--- src/rtl/rgb_led_pwm.sv ---
// Two-LED RGB PWM driver: off/steady/blink/breathe modes, ctrl shadowed at each frame wrap.
// Latency: one aclk cycle from PWM counter to pin; ctrl changes take effect at the next frame wrap.
// Backpressure: none; free-running. Breathe mode is built only with RGB_LED_PWM_BREATHE_EN.
module rgb_led_pwm #(
  parameter int PRESCALE_W   = 16,
  parameter int BLINK_FRAMES = 64
) (
  input  logic                  aclk,
  input  logic                  areset,
  input  logic [PRESCALE_W-1:0] prescale,
  input  logic [31:0]           ctrl0,
  input  logic [31:0]           ctrl1,
  output logic                  rgb1_r,
  output logic                  rgb1_g,
  output logic                  rgb1_b,
  output logic                  rgb2_r,
  output logic                  rgb2_g,
  output logic                  rgb2_b,
  output logic                  frame_tick
);

  localparam logic [1:0] MODE_OFF     = 2'd0;
  localparam logic [1:0] MODE_STEADY  = 2'd1;
  localparam logic [1:0] MODE_BLINK   = 2'd2;
  localparam logic [1:0] MODE_BREATHE = 2'd3;
  localparam logic [7:0] BLINK_LAST   = 8'(BLINK_FRAMES - 1);

  logic [PRESCALE_W-1:0] pcnt;
  logic [7:0]            wcnt;
  logic                  step;
  logic                  wrap;

  // Bits [31:26] of each control word carry no function.
  logic unused_ctrl_bits;
  assign unused_ctrl_bits = ^{ctrl0[31:26], ctrl1[31:26]};

  // >= compare so that lowering prescale below pcnt steps on the next cycle instead of overrunning.
  assign step = (pcnt >= prescale);
  assign wrap = step && (wcnt == 8'hFF);

  // Prescale counter: period prescale+1 cycles.
  always_ff @(posedge aclk) begin
    if (areset) begin
      pcnt <= '0;
    end else if (step) begin
      pcnt <= '0;
    end else begin
      pcnt <= pcnt + PRESCALE_W'(1);
    end
  end

  // PWM step counter, shared by both LEDs; wraps naturally 255 -> 0.
  always_ff @(posedge aclk) begin
    if (areset) begin
      wcnt <= '0;
    end else if (step) begin
      wcnt <= wcnt + 8'd1;
    end
  end

  // Frame tick is registered, so it appears the cycle after the wrap.
  always_ff @(posedge aclk) begin
    if (areset) begin
      frame_tick <= 1'b0;
    end else begin
      frame_tick <= wrap;
    end
  end

  for (genvar i = 0; i < 2; i++) begin : g_led
    logic [31:0] ctrl_w;
    logic [1:0]  mode_nx;
    logic [23:0] duty_sh;
    logic [1:0]  mode_sh;
    logic [7:0]  bcnt;
    logic        phase;
    logic [7:0]  duty_eff [3];
    logic [2:0]  pwm_q;

    assign ctrl_w  = (i == 0) ? ctrl0 : ctrl1;
    assign mode_nx = ctrl_w[25:24];

    // Shadow the control word only at a frame wrap so a frame never changes mid-way.
    always_ff @(posedge aclk) begin
      if (areset) begin
        duty_sh <= '0;
        mode_sh <= MODE_OFF;
      end else if (wrap) begin
        duty_sh <= ctrl_w[23:0];
        mode_sh <= mode_nx;
      end
    end

    // Blink frame counter: restart "on" when entering blink, toggle every BLINK_FRAMES frames.
    always_ff @(posedge aclk) begin
      if (areset) begin
        bcnt  <= '0;
        phase <= 1'b0;
      end else if (wrap && (mode_nx == MODE_BLINK)) begin
        if (mode_sh != MODE_BLINK) begin
          bcnt  <= '0;
          phase <= 1'b1;
        end else if (bcnt == BLINK_LAST) begin
          bcnt  <= '0;
          phase <= ~phase;
        end else begin
          bcnt <= bcnt + 8'd1;
        end
      end
    end

`ifdef RGB_LED_PWM_BREATHE_EN
    logic [7:0]  ramp;
    logic        ramp_down;
    logic [15:0] prod [3];

    // Triangle ramp 0..255..0, one step per frame; restarts at 0 going up when entering breathe.
    always_ff @(posedge aclk) begin
      if (areset) begin
        ramp      <= '0;
        ramp_down <= 1'b0;
      end else if (wrap && (mode_nx == MODE_BREATHE)) begin
        if (mode_sh != MODE_BREATHE) begin
          ramp      <= '0;
          ramp_down <= 1'b0;
        end else if (!ramp_down) begin
          if (ramp == 8'hFF) begin
            ramp      <= 8'hFE;
            ramp_down <= 1'b1;
          end else begin
            ramp <= ramp + 8'd1;
          end
        end else begin
          if (ramp == 8'h00) begin
            ramp      <= 8'h01;
            ramp_down <= 1'b0;
          end else begin
            ramp <= ramp - 8'd1;
          end
        end
      end
    end

    // Brightness scaling: upper byte of duty * ramp.
    always_comb begin
      for (int c = 0; c < 3; c++) begin
        prod[c] = {8'h00, duty_sh[8*c +: 8]} * {8'h00, ramp};
      end
    end
`endif

    // Effective duty per channel from the shadowed mode.
    always_comb begin
      for (int c = 0; c < 3; c++) begin
        duty_eff[c] = 8'h00;
        case (mode_sh)
          MODE_OFF:    duty_eff[c] = 8'h00;
          MODE_STEADY: duty_eff[c] = duty_sh[8*c +: 8];
          MODE_BLINK:  duty_eff[c] = phase ? duty_sh[8*c +: 8] : 8'h00;
`ifdef RGB_LED_PWM_BREATHE_EN
          MODE_BREATHE: duty_eff[c] = prod[c][15:8];
`else
          MODE_BREATHE: duty_eff[c] = duty_sh[8*c +: 8];
`endif
          default:     duty_eff[c] = 8'h00;
        endcase
      end
    end

    // Registered PWM compare; bit 0 red, 1 green, 2 blue.
    always_ff @(posedge aclk) begin
      if (areset) begin
        pwm_q <= '0;
      end else begin
        for (int c = 0; c < 3; c++) begin
          pwm_q[c] <= (wcnt < duty_eff[c]);
        end
      end
    end
  end

  assign rgb1_r = g_led[0].pwm_q[0];
  assign rgb1_g = g_led[0].pwm_q[1];
  assign rgb1_b = g_led[0].pwm_q[2];
  assign rgb2_r = g_led[1].pwm_q[0];
  assign rgb2_g = g_led[1].pwm_q[1];
  assign rgb2_b = g_led[1].pwm_q[2];

endmodule

--- config.mk ---
export PLATFORM = sky130hd
export DESIGN_NAME = rgb_led_pwm
export DESIGN_NICKNAME = d
export VERILOG_FILES = /design/src/rtl/rgb_led_pwm.sv
export SDC_FILE = /design/constraint.sdc
export NUM_CORES = 1
export LEC_CHECK = 0
export BUFFER_PORTS_ARGS = -buffer_cell sky130_fd_sc_hd__buf_4
export CORE_MARGIN = 2
export CORE_UTILIZATION = 34
export DETAILED_ROUTE_END_ITERATION = 7
export GPL_TIMING_DRIVEN = 0
export PLACE_DENSITY = 0.57
export SYNTH_ARGS = -nofsm -noshare
export SYNTH_HDL_FRONTEND = slang
export SYNTH_SLANG_ARGS = --single-unit
--- constraint.sdc ---
create_clock -name aclk -period 2.11 [get_ports aclk]
set_clock_uncertainty 0.1 [all_clocks]
set_input_delay 0.211 -clock aclk [delete_from_list [all_inputs] [get_ports aclk]]
set_output_delay 0.211 -clock aclk [all_outputs]
set_load 0.1 [all_outputs]
# Yosys cells after proc, flatten, opt, wreduce, memory -nomap -nowiden
# Cells that the tools add are included.
totals:
  reg_bits: 101
  input_bits: 82
  out_inout_bits: 7
  wordCells: 71
classes:
  n_addsub: 4
  magnitude_cmp: 7
  n_eq_ne: 13
  n_mux: 20
  n_bitwise: 2
  n_reduce_logical: 12
ops:
  columns: ["operator", "n"]
  rows:
  - ["8-bit one-hot mux with 3 select lines", 6]
  - ["8-bit 2-to-1 mux", 10]
  - ["8-bit < comparator", 6]
  - ["8-bit by 1-bit adder with 8-bit output (second input constant)", 3]
  - ["16-bit by 1-bit adder with 16-bit output (second input constant)", 1]
  - ["8-bit by 6-bit == test with 1-bit output (second input constant)", 2]
  - ["16-bit >= comparator", 1]
  - ["2-bit == test (second input constant)", 6]
  - ["8-bit == test (second input constant)", 1]
  - ["2-bit OR reduction", 3]
  - ["2-bit by 1-bit == test with 1-bit output (second input constant)", 2]
  - ["2-bit logical NOT", 2]
  - ["1-bit 2-to-1 mux", 4]
  - ["2-bit inequality test (second input constant)", 2]
  - ["2-bit AND reduction", 2]
  - ["2-bit nonzero test", 2]
  - ["1-bit logical AND", 3]
  - ["1-bit inverter", 2]

# Depth between registers and ports, before layout
# Gate-level depths: netlist of run 1.
depth:
  ltp_word: 4
  ltp_mapped: 10
  mapped_depth_nobuf: 8

# Worst setup path after synthesis of run 1
# Ideal clock, no wire load.
synth_timing:
  path_kind: "register to register"
  from: "reg pcnt[0]"
  to: "reg g_led[0].bcnt[7]"
  setup_time_ps: 132
  t_arrival_ps: 2048
  t_required_ps: 1878
  slack_ps: -170
  stages_incl_launch_ff: 11
  path_buffers: 2
  synth_period_minus_slack_ps: 2280
  path_cell_list: "dfxtp_1 -> inv_1 -> ha_1 -> nor2b_1 -> o21ai_1 -> a41oi_1 -> o31a_1 -> buf_2 -> buf_2 -> o41ai_1 -> a21oi_1"
synth_via:
  elab_chain_len: 3
synth_rtl:
  columns: ["element", "line", "source"]
  rows:
  - ["start, declared", "28", "logic [PRESCALE_W-1:0] pcnt;"]
  - ["start signal, assigned", "48", "pcnt <= pcnt + PRESCALE_W'(1);"]
  - ["16-bit >= comparator", "38", "assign step = (pcnt >= prescale);"]
  - ["1-bit logical AND", "39", "assign wrap = step && (wcnt == 8'hFF);"]
  - ["1-bit logical AND", "99", "end else if (wrap && (mode_nx == MODE_BLINK)) begin"]
  - ["end signal, assigned", "107", "bcnt <= bcnt + 8'd1;"]
  - ["end, declared", "75", "logic [7:0] bcnt;"]
# Every way passes these cells.
# A chain may end at the register's enable or synchronous reset.

# Worst setup path after layout of run 1
layout_timing:
  from: "reg g_led[0].bcnt[0]"
  to: "reg g_led[0].phase"
layout_via:
  elab_chain_len: 3
layout_rtl:
  columns: ["element", "line", "source"]
  rows:
  - ["8-bit by 6-bit == test with 1-bit output", "103", "end else if (bcnt == BLINK_LAST) begin"]
  - ["2-bit nonzero test (no line)", null, null]
  - ["2-bit AND reduction (no line)", null, null]
  - ["end signal, assigned", "105", "phase <= ~phase;"]
  - ["end, declared", "76", "logic phase;"]
# Every way passes these cells.

==> results.md, run 1 <==
- Status: complete, but fails checks
- Failing checks: negative setup slack
- Num CTS Buffers: 9
- Unrepaired setup endpoints after global routing: yes
- Tmin final: 2.25 ns
- Multi-input gate area: 3910 um2
- Mapped Area: 5670 um2
- I/O Buffers: 75
- Detailed-route via count: 5,649
- Arrival time worst endpoint: 2.36 ns
- DRC: 0
- Clock Pin Slew Worst Setup and Hold Paths: 0.07 ns
- Initial antenna violation count: 0
- Vias in the first global route: 5,366
- Placer Congestion: 0.817
- Seq/Total Area, Yosys: 0.356
- Top achievable clock speed: 0.444 GHz
- Slowest stage delay, CP: 0.39 ns
- Synth area leaders: dfxtp_1, ha_1, a21oi_1
- CTS tree: done
- Most used DFF post-synth: dfxtp_1
- Slew @ Worst Pin: 0.633 ns
- Die Wd: 133 um
- CP Class: register to register
- Max_cap viols: 0
- H-tree depth: 3
- Detail-routed net length per standard cell: 16.9 um
- Final cell count without fillers: 1,042
- FF+latch count, synth: 101
- Pin count of the biggest net entering global routing: 17
- IO Count: 89
- Register area: 2070 um2
- Initial Util: 0.344
- Clock root cell: clkbuf_16
- Die footprint: 17,700 um2
- Setup crit end kind: register
- Pre-CTS WS: -0.779 ns
- Yosys top cell by area: dfxtp_1
- Mapped Cells: 699
- Setup violators final: 88
- Fin. Hold Viols: 0
- CTS Sinks: 101
- Cell family with most CP delay: compound AO/OA/AOI/OAI gates
- Worst VDD drop: 0.414 mV
- Fin crit share: 1.07
- Core Util, Final: 0.489
- GRT Residual Overflow: 0
- Die height: 133 um
- Synthesized Nets: 843
- Slowest CP cell: dfxtp_1
- Fin nets: 961
- Top-count cell post-synth: dfxtp_1
- Worst Hold Class: primary input to register
- Hpwl dp: 11,400 um
- Antenna Cells: 0
- Clk buf depth: 2
- Top post-synthesis cells by count: dfxtp_1, a21oi_1, o21ai_0
- Post-synth EDFFs: 0
- Worst setup SP type: register
- Hold Path Cell Cnt: 3
- Iter 0 DRT Violations: 314
- FF-to-FF path depth: 7
- CP Buf/Inv Count: 0
- Asr flop ratio synth: 0
- Filler cells: 1,619
- Core box area: 16,500 um2
- TritonRoute pass-1 iters: 5
- Syn. warnings: 0
- CP max FO: 4
- Mapped Avg Cell Area: 8.11 um2
- Final worst slack: -0.143 ns
- First-pass GRT wire length: 27,600 um
- Insertion delay to the later sink of the worst-skew pair: 0.35 ns
- Row Count: 47
- Power Dens Cells: 477 nW/um2
- Leakage: 2.95 nW
- Synth cell types: 41
- Area delta synth->final: 42.0%
- Layout cells sized above 1: 0.337
- Total track usage: 0.195
- Routed WL: 17,600 um
- Hold buffers post-CTS: 0
- Slew headroom: 0.578
- Number of instances in the placed design: 994
- Crit path required time: 2.22 ns
- Yosys top cell area share: 0.356
- Max-slew violations: 0
- Post-route ant nets: 0
- CP Cell Sequence: ha_1 -> and3_1 -> nand3_2 -> o31ai_4 -> nand4b_1 -> o41ai_4 -> a21oi_1
- Total power: 3.84 mW
- Vias/cell: 5.42
- CP Depth: 7
## logic make-up (layout without fill, tap and decap cells)
group / Yosys count / after routing / synth area share
simple gates: 232 / 232 / 0.218
compound gates: 219 / 219 / 0.217
flops: 101 / 101 / 0.356
buf+inv: 69 / 192 / 0.0465
fa+ha+maj: 62 / 62 / 0.137
xor+xnor: 15 / 15 / 0.0232
mux: 1 / 1 / 0.00199
## layout make-up
type / count / area share
buffer: 46 / 0.0570
clock buffer: 10 / 0.0297
clock inverter: 6 / 0.00761
inverter: 20 / 0.0101
multi-input combinational: 529 / 0.485
sequential: 101 / 0.257
tap: 220 / 0.0342
timing repair buffer: 110 / 0.119
## per-layer routing
layer  wire length (um)  up-vias  part of all wire  global-route usage
met1               8210     2656              0.47               0.273
met3                924       17             0.053              0.0339
met5                  0        -                 0                   0
met2               8160      154              0.46               0.314
met4                265        0             0.015              0.0473
li1                   -     2822                 -                   -
## worst register-to-register path, stage by stage, from the launching register on
cell	delay, ns
dfxtp_1	0.39
ha_1	0.21
and3_1	0.24
nand3_2	0.14
o31ai_4	0.33
nand4b_1	0.22
o41ai_4	0.38
a21oi_1	0.10
## repair_timing
item | 4_1_cts | 5_1_grt
gates resized for setup | 200 | 104
buffers inserted | 17 | 12
cloned | 6 | 3
pin swaps | 71 | 81
setup endpoints to repair | 95 | 95
## flip-flops by register name, summed over array words and instances, names as in the netlist
signal	count
g_led.mode_sh	4
wcnt	8
g_led.phase	2
g_led.duty_sh	48
g_led.bcnt	16
g_led.pwm_q	6
frame_tick	1
pcnt	16
## through the flow
step	instance area [um2]	hold slack, ns	setup TNS (ns)
after global placement	6560	0.351	-58.50
final	8060	0.0237	-5.75
after CTS	7620	0.00861	-7.80
after detailed placement	6560	0.355	-55.92
after floorplan	5720	0.265	0
after global routing	8060	0.0232	-13.04
## power breakdown
group | leakage [nW] | internal (mW) | switching [mW] | total [mW]
clock | 0.149 | 0.951 | 0.759 | 1.71
sequential | 0.827 | 1.90 | 0.00471 | 1.91
combinational | 1.97 | 0.124 | 0.104 | 0.228
total | 2.95 | 2.98 | 0.868 | 3.84
## worst paths after layout
check,startpoint,endpoint,slack [ns]
worst max-delay path,g_led[0].bcnt[0],g_led[0].phase,-0.14
worst min-delay path,ctrl0[3],g_led[0].duty_sh[3],0.02
worst max register to register,g_led[0].bcnt[0],g_led[0].phase,-0.14
worst min register to register,g_led[1].duty_sh[13],g_led[1].duty_sh[13],0.36
## cells in the final DEF (no fill, tap or decap), types with 17 or more instances in the layout
cell type,synthesis,layout
a21oi_1,88,77
buf_4,0,95
clkbuf_16,0,17
dfxtp_1,101,78
ha_1,62,57
inv_1,20,18
nand2_1,62,60
nand4_1,60,60
nor2_1,33,31
o21ai_0,85,24
o21ai_2,0,47
Power figures use the tool's default switching activity.
==> inputs of run 2 (changes only) <==
--- a/config.mk
+++ b/config.mk
@@ -6,6 +6,7 @@
 export NUM_CORES = 1
 export LEC_CHECK = 0
 export BUFFER_PORTS_ARGS = -buffer_cell sky130_fd_sc_hd__buf_4
+export CORE_ASPECT_RATIO = 0.75
 export CORE_MARGIN = 2
 export CORE_UTILIZATION = 34
 export DETAILED_ROUTE_END_ITERATION = 7
==> run 2 against run 1 <==
  * Largest power group unchanged
  * Critical endpoint is now g_led[0].duty_sh[7]
  * Final cell count fell by 0.86%
  * Sequential power about the same
  * Cell area decreased by 0.51%
  * Power increased by 1.7%
  * Die area hardly changed
  * Maximum frequency rose by 1.2%
  * Highest routed layer unchanged
  * Combinational power increased by 5%
  * Critical path type unchanged
  * Count of clock-buffer cells in the layout grew 3
  * Routed wire length down 0.60%
  * The run still ends with negative setup slack left
  * Sequential share of layout area grew 0.10 points
==> results.md, run 2 (same netlist as run 1, synthesis figures left out) <==
- GRT Residual Overflow: 0 (unchanged)
- Filler cells: 1,507 (-6.9%)
- Setup crit end kind: register
- Slew @ Worst Pin: 0.685 ns (+0.0520 ns)
- Power Dens Cells: 488 nW/um2 (+2.2%)
- Register area: 2070 um2 (-0.12%)
- Most frequent cells in the layout: buf_4, a21oi_1, dfxtp_1
- Die Wd: 153 um (+15%)
- Fin crit share: 1.06 (-0.0124)
- Layout cells sized above 1: 0.322 (-0.0150)
- Vias in the first global route: 5,373 (+0.13%)
- IO Count: 89 (unchanged)
- Final worst slack: -0.117 ns (+0.0261 ns)
- Pre-CTS WS: -0.888 ns (-0.109 ns)
- TritonRoute pass-1 iters: 5 (unchanged)
- Total track usage: 0.198 (+0.00339)
- CP Class: register to register
- Status: complete, but fails checks
- Multi-input gate area: 3910 um2 (about the same)
- First-pass GRT wire length: 28,400 um (+2.8%)
- Pin count of the biggest net entering global routing: 16 (-1)
- CP Cell Sequence: inv_2 -> ha_4 -> nor2b_2 -> o21ai_2 -> a41oi_2 -> buf_4 -> o31ai_4 -> buf_12 -> buf_12 -> nand4_1 -> a21oi_1
- Setup violators final: 65 (-26%)
- Met1 Use GR: 0.301 (+0.0288)
- Placer Congestion: 0.812 (-0.59%)
- I/O Buffers: 75 (unchanged)
- Die footprint: 17,700 um2 (about the same)
- Hpwl dp: 12,000 um (+5.5%)
- Antenna Cells: 0 (unchanged)
- Post-route ant nets: 0 (unchanged)
- CTS Sinks: 101 (unchanged)
- Grt peak-use layer: met1
- Initial Util: 0.351 (+0.00640)
- Most flops, register: g_led.duty_sh
- Core box area: 16,200 um2 (-1.8%)
- DRC: 0 (unchanged)
- Most used cell, CP: buf_12
- Num CTS Buffers: 9 (unchanged)
- Met3 Use GR: 0.0310 (-0.00283)
- Failing checks: negative setup slack
- Met2 usage: 0.296 (-0.0173)
- Die height: 116 um (-13%)
- Final cell count without fillers: 1,033 (-0.86%)
- Unrepaired setup endpoints after global routing: yes
- Tmin final: 2.23 ns (-0.0261 ns)
- Fin nets: 962 (+0.10%)
- Vias/cell: 5.47 (+0.84%)
- Slowest CP cell: dfxtp_2
- Slew headroom: 0.543 (-0.0347)
- Insertion delay to the later sink of the worst-skew pair: 0.35 ns (about the same)
- Area delta synth->final: 41.3%
- Worst VDD drop: 0.396 mV (-4.3%)
- Worst setup SP type: register
- Worst Hold Class: primary input to register
- Max-slew violations: 0 (unchanged)
- Iter 0 DRT Violations: 325 (+3.5%)
- Initial antenna violation count: 0 (unchanged)
- Detail-routed net length per standard cell: 16.9 um (+0.26%)
- Top achievable clock speed: 0.449 GHz (+1.2%)
- Clk buf depth: 2 (unchanged)
- Routed WL: 17,500 um (-0.60%)
- H-tree depth: 3 (unchanged)
- Max reg flops: 48 (unchanged)
- Max_cap viols: 0 (unchanged)
- Top flop regs: g_led.duty_sh (48), g_led.bcnt (16), pcnt (16)
- Row Count: 40 (-15%)
- Clock Pin Slew Worst Setup and Hold Paths: 0.07 ns (about the same)
- Fin. Hold Viols: 0 (unchanged)
- Crit path required time: 2.28 ns (+0.06 ns)
- Leakage: 2.95 nW (+0.27%)
- Arrival time worst endpoint: 2.40 ns (+0.04 ns)
- Detailed-route via count: 5,647 (-0.035%)
- CP max FO: 10 (+6)
- Most common cell after layout, fill and taps aside: buf_4
- Slowest stage delay, CP: 0.34 ns (-0.05 ns)
- CTS tree: done
- Number of instances in the placed design: 984 (-1.0%)
- Clock root cell: clkbuf_16
## run 2: power breakdown
part / switching (mW) / leakage, nW / internal (mW) / total (mW)
combinational: 0.109 / 1.97 / 0.131 / 0.240
clock: 0.744 / 0.152 / 1.02 / 1.76
sequential: 0.00467 / 0.827 / 1.90 / 1.91
total: 0.858 / 2.95 / 3.05 / 3.91
## run 2: layout make-up
type	count	share of cell area
Buffer	48	0.0573
Clock buffer	13	0.0337
Clock inverter	3	0.00531
Inverter	20	0.00937
Multi-Input combinational cell	529	0.488
Sequential cell	101	0.258
Tap cell	210	0.0328
Timing Repair Buffer	109	0.116
## run 2: worst max-delay path: cells and delay by family, from the launching register on
family	cells	cell delay [ns]
compound gates	4	0.68
buf+inv	4	0.58
flops	1	0.34
fa+ha+maj	1	0.25
simple gates	2	0.20
## run 2: layer usage
metal / share of wire / up-vias / wire [um]
met5: 0 / - / 0
met4: 0.0080 / 0 / 140
met3: 0.062 / 12 / 1080
met2: 0.43 / 157 / 7490
met1: 0.50 / 2647 / 8740
li1: - / 2831 / -
## run 2: timing repair
| item | in CTS | in global routing |
|---|---|---|
| pin swaps | 40 | 33 |
| endpoints found under the setup margin | 95 | 101 |
| gates cloned | 5 | 2 |
| hold buffers | 0 | 0 |
| resized for setup | 195 | 97 |
| setup buffers | 20 | 7 |
## run 2: worst paths after layout
path	startpoint	slack, ns	cells past startpoint	end
worst max-delay path	pcnt[0]	-0.12	11	g_led[0].duty_sh[7]
worst min-delay path	ctrl0[8]	0.03	3	g_led[0].duty_sh[8]
worst max register to register	pcnt[0]	-0.12	11	g_led[0].duty_sh[7]
worst min register to register	g_led[1].duty_sh[18]	0.36	2	g_led[1].duty_sh[18]
## run 2: through the flow
stage	TNS [ns]	utilization	total power, mW	instance area, um2	hold slack (ns)
floorplan	0	-	2.03	5720	0.265
global placement	-66.63	0.405	2.16	6540	0.348
detailed placement	-62.39	0.405	2.16	6540	0.344
CTS	-6.58	0.468	3.92	7570	0.0240
global route	-10.03	0.496	4.03	8020	0.0296
finish	-2.32	0.496	3.91	8020	0.0251
==> inputs of run 3 (changes only) <==
--- a/config.mk
+++ b/config.mk
@@ -5,6 +5,7 @@
 export SDC_FILE = /design/constraint.sdc
 export NUM_CORES = 1
 export LEC_CHECK = 0
+export ABC_AREA = 1
 export BUFFER_PORTS_ARGS = -buffer_cell sky130_fd_sc_hd__buf_4
 export CORE_ASPECT_RATIO = 0.75
 export CORE_MARGIN = 2
@@ -12,6 +13,7 @@
 export DETAILED_ROUTE_END_ITERATION = 7
 export GPL_TIMING_DRIVEN = 0
 export PLACE_DENSITY = 0.57
+export SLEW_MARGIN = 20
 export SYNTH_ARGS = -nofsm -noshare
 export SYNTH_HDL_FRONTEND = slang
 export SYNTH_SLANG_ARGS = --single-unit
==> run 3 against run 2 <==
  * The flow finishes with violations (negative hold slack)
  * Final cell count is 8.4% higher
  * Via count fell by 7.6%
  * Maximum frequency grew 11%
  * Global-route usage decreased by 3.4 points
  * Register-to-register slack better by 0.22 ns
  * Power is 7.8% higher
  * Sequential power barely moved
  * Combinational power rose by 9.2%
  * Setup slack better by 0.22 ns
  * Non-clock buffer count shrank 40
  * Utilization down 4.8 points
  * Critical endpoint is now pcnt[13]
  * Largest power group is now clock
==> results.md, run 3 <==
- Clock share of power: 0.485 (+0.034)
- Asr flop ratio synth: 0 (unchanged)
- DRC: 0 (unchanged)
- Sequential share of power: 0.453 (-0.035)
- Total track usage: 0.164 (-0.0341)
- Synthesized Nets: 943 (+12%)
- Max reg flops: 48 (unchanged)
- First-pass GRT wire length: 23,600 um (-17%)
- TritonRoute pass-1 iters: 5 (unchanged)
- Leakage: 3.11 nW (+5.3%)
- Most flops, register: g_led.duty_sh
- Yosys top cell area share: 0.351 (-0.00535)
- Top achievable clock speed: 0.499 GHz (+11%)
- Vias in the first global route: 4,710 (-12%)
- Pin count of the biggest net entering global routing: 17 (+1)
- Most common cell after layout, fill and taps aside: nand2_1
- CP Class: register to register
- Top post-synthesis cells by count: nand2_1, nor2_1, dfxtp_1
- Fin crit share: 0.950 (-0.105)
- Synth cell types: 37 (-9.8%)
- Mapped Area: 5760 um2 (+1.5%)
- Setup crit end kind: register
- Status: complete, but fails checks
- GRT Residual Overflow: 0 (unchanged)
- Setup violators final: 0 (-100%)
- Synth area leaders: dfxtp_1, ha_1, nand2_1
- Row Count: 41 (+2.5%)
- Clock root cell: clkbuf_16
- Yosys top cell by area: dfxtp_1
- Area delta synth->final: 30.1%
- Post-synth EDFFs: 0 (unchanged)
- IO Count: 89 (unchanged)
- Filler cells: 1,675 (+11%)
- Fin nets: 1,044 (+8.5%)
- Hold_ws: -0.0117 ns (-0.0368 ns)
- Core box area: 16,700 um2 (+3.5%)
- Worst Hold Class: primary input to register
- Hpwl dp: 10,500 um (-13%)
- Most used DFF post-synth: dfxtp_1
- Mapped Cells: 799 (+14%)
- Detail-routed net length per standard cell: 13.0 um (-23%)
- Power Dens Cells: 562 nW/um2 (+15%)
- Most frequent cells in the layout: nand2_1, nor2_1, dfxtp_1
- Initial antenna violation count: 0 (unchanged)
- Top flop regs: g_led.duty_sh (48), g_led.bcnt (16), pcnt (16)
- Placer Congestion: 0.792 (-2.5%)
- Final worst slack: 0.106 ns (+0.222 ns)
- CP max FO: 8 (-2)
- Post-route ant nets: 0 (unchanged)
- Insertion delay to the later sink of the worst-skew pair: 0.35 ns (about the same)
- Crit path required time: 2.29 ns (about the same)
- Num CTS Buffers: 9 (unchanged)
- Syn. warnings: 0 (unchanged)
- Routed WL: 14,600 um (-16%)
- Core Util, Final: 0.448 (-0.0477)
- Max_cap viols: 0 (unchanged)
- I/O Buffers: 75 (unchanged)
- Placed inst area: 6590 um2 (+0.73%)
- Final Cell Area: 7490 um2 (-6.5%)
- Slew @ Worst Pin: 0.680 ns (-0.00564 ns)
- FF+latch count, synth: 101 (unchanged)
- Slowest CP cell: dfxtp_4
- Die footprint: 18,000 um2 (+1.5%)
- Worst setup SP type: register
- Sw frac: 0.211 (-0.00876)
- Seq/Total Area, Yosys: 0.351 (-0.00535)
- Failing checks: negative hold slack
- Clk buf depth: 2 (unchanged)
- CP Buf/Inv Count: 3 (-1)
- CTS tree: done
- Clock Pin Slew Worst Setup and Hold Paths: 0.07 ns (about the same)
- Iter 0 DRT Violations: 301 (-7.4%)
- Tmin final: 2.00 ns (-0.222 ns)
- Cell family with most CP delay: compound AO/OA/AOI/OAI gates
- Max-slew violations: 0 (unchanged)
- NetSw: 0.888 mW (+3.5%)
- Initial Util: 0.344 (-0.00654)
- Pre-CTS WS: -0.200 ns (+0.688 ns)
- Pint: 3.33 mW (+9.0%)
- CP Cell Sequence: ha_4 -> a21oi_2 -> o21ai_1 -> a21oi_2 -> nand2_8 -> buf_12 -> inv_6 -> nand2_8 -> clkbuf_16 -> nor2_1
- Mapped Avg Cell Area: 7.21 um2 (-11%)
- CTS Sinks: 101 (unchanged)
- Vias/cell: 4.66 (-15%)
- Fin. Hold Viols: 6 (+6)
- Layout cells sized above 1: 0.219 (-0.103)
- Slew headroom: 0.547 (+0.00376)
- Die height: 117 um (+0.73%)
- Comb pwr share: 0.062 (about the same)
- Antenna Cells: 0 (unchanged)
- Detailed-route via count: 5,217 (-7.6%)
- Worst VDD drop: 0.355 mV (-10%)
- H-tree depth: 3 (unchanged)
- Arrival time worst endpoint: 2.19 ns (-0.21 ns)
- Top-count cell post-synth: nand2_1
- Die Wd: 154 um (+0.74%)
- Unrepaired setup endpoints after global routing: no
- Slowest stage delay, CP: 0.40 ns (+0.06 ns)
## run 3: routing by layer
| metal | wire length (um) | share of wire | up-vias | track usage |
|---|---|---|---|---|
| met5 | 0 | 0 | - | 0 |
| met3 | 688 | 0.047 | 14 | 0.0301 |
| li1 | - | - | 2825 | - |
| met1 | 8030 | 0.55 | 2288 | 0.253 |
| met2 | 5740 | 0.39 | 90 | 0.235 |
| met4 | 148 | 0.010 | 0 | 0.0370 |
## run 3: worst paths after layout
check | start | endpoint | slack [ns] | cells past startpoint
setup / recovery | pcnt[11] | pcnt[13] | 0.11 | 10
hold / removal | ctrl0[21] | g_led[0].duty_sh[21] | -0.01 | 3
setup reg to reg | pcnt[11] | pcnt[13] | 0.11 | 10
hold reg to reg | pcnt[0] | pcnt[0] | 0.34 | 1
## run 3: worst min-delay path, stage by stage
cell and delay [ns]:
buf_4 0.07, o21ai_1 0.05, nor2_1 0.07
## run 3: cell type report
type,instances,area (um2),share of cell area
plain buffers,28,245,0.0327
clock buffers,10,229,0.0306
clock inverters,6,134,0.0179
inverters,76,303,0.0404
multi-input cells,595,3520,0.470
flip-flops and latches,101,2050,0.274
well taps,215,269,0.0359
repair buffers,89,741,0.0988
## run 3: per-stage QoR
| stage | setup TNS, ns | power, mW | cells | hold slack [ns] |
|---|---|---|---|---|
| 6_report | 0 | 4.21 | 1120 | -0.0117 |
| 2_1_floorplan | 0 | 2.05 | 799 | 0.275 |
| 5_1_grt | 0 | 4.36 | 1120 | 0.00452 |
| 3_3_place_gp | -11.70 | 2.19 | 1089 | 0.350 |
| 3_5_place_dp | -10.28 | 2.19 | 1089 | 0.356 |
| 4_1_cts | -0.00430 | 4.24 | 1108 | 0.00119 |
## run 3: timing repair
action,CTS,global route
endpoints found under the setup margin,77,98
hold endpoints to repair,3,0
gates cloned,0,4
buffers inserted,0,8
pin swaps,0,14
gates resized for setup,14,121
hold buffers,3,0
## run 3: logic make-up after synthesis
family / Yosys count / share of synthesized area
and+or+nand+nor: 387 / 0.298
adders and majority gates: 62 / 0.135
AOI/OAI and AO/OA: 131 / 0.115
buffers and inverters: 104 / 0.0802
xor gates and xnor gates: 14 / 0.0213
DFF: 101 / 0.351
## run 3: power by group through the flow
stage               Clock (mW)  Sequential (mW)  Combinational [mW]
global placement             0             1.96               0.227
finish                    2.04             1.91               0.262
global route              2.16             1.91               0.295
detailed placement           0             1.96               0.227
floorplan                    0             1.96              0.0965
CTS                       2.09             1.91               0.233
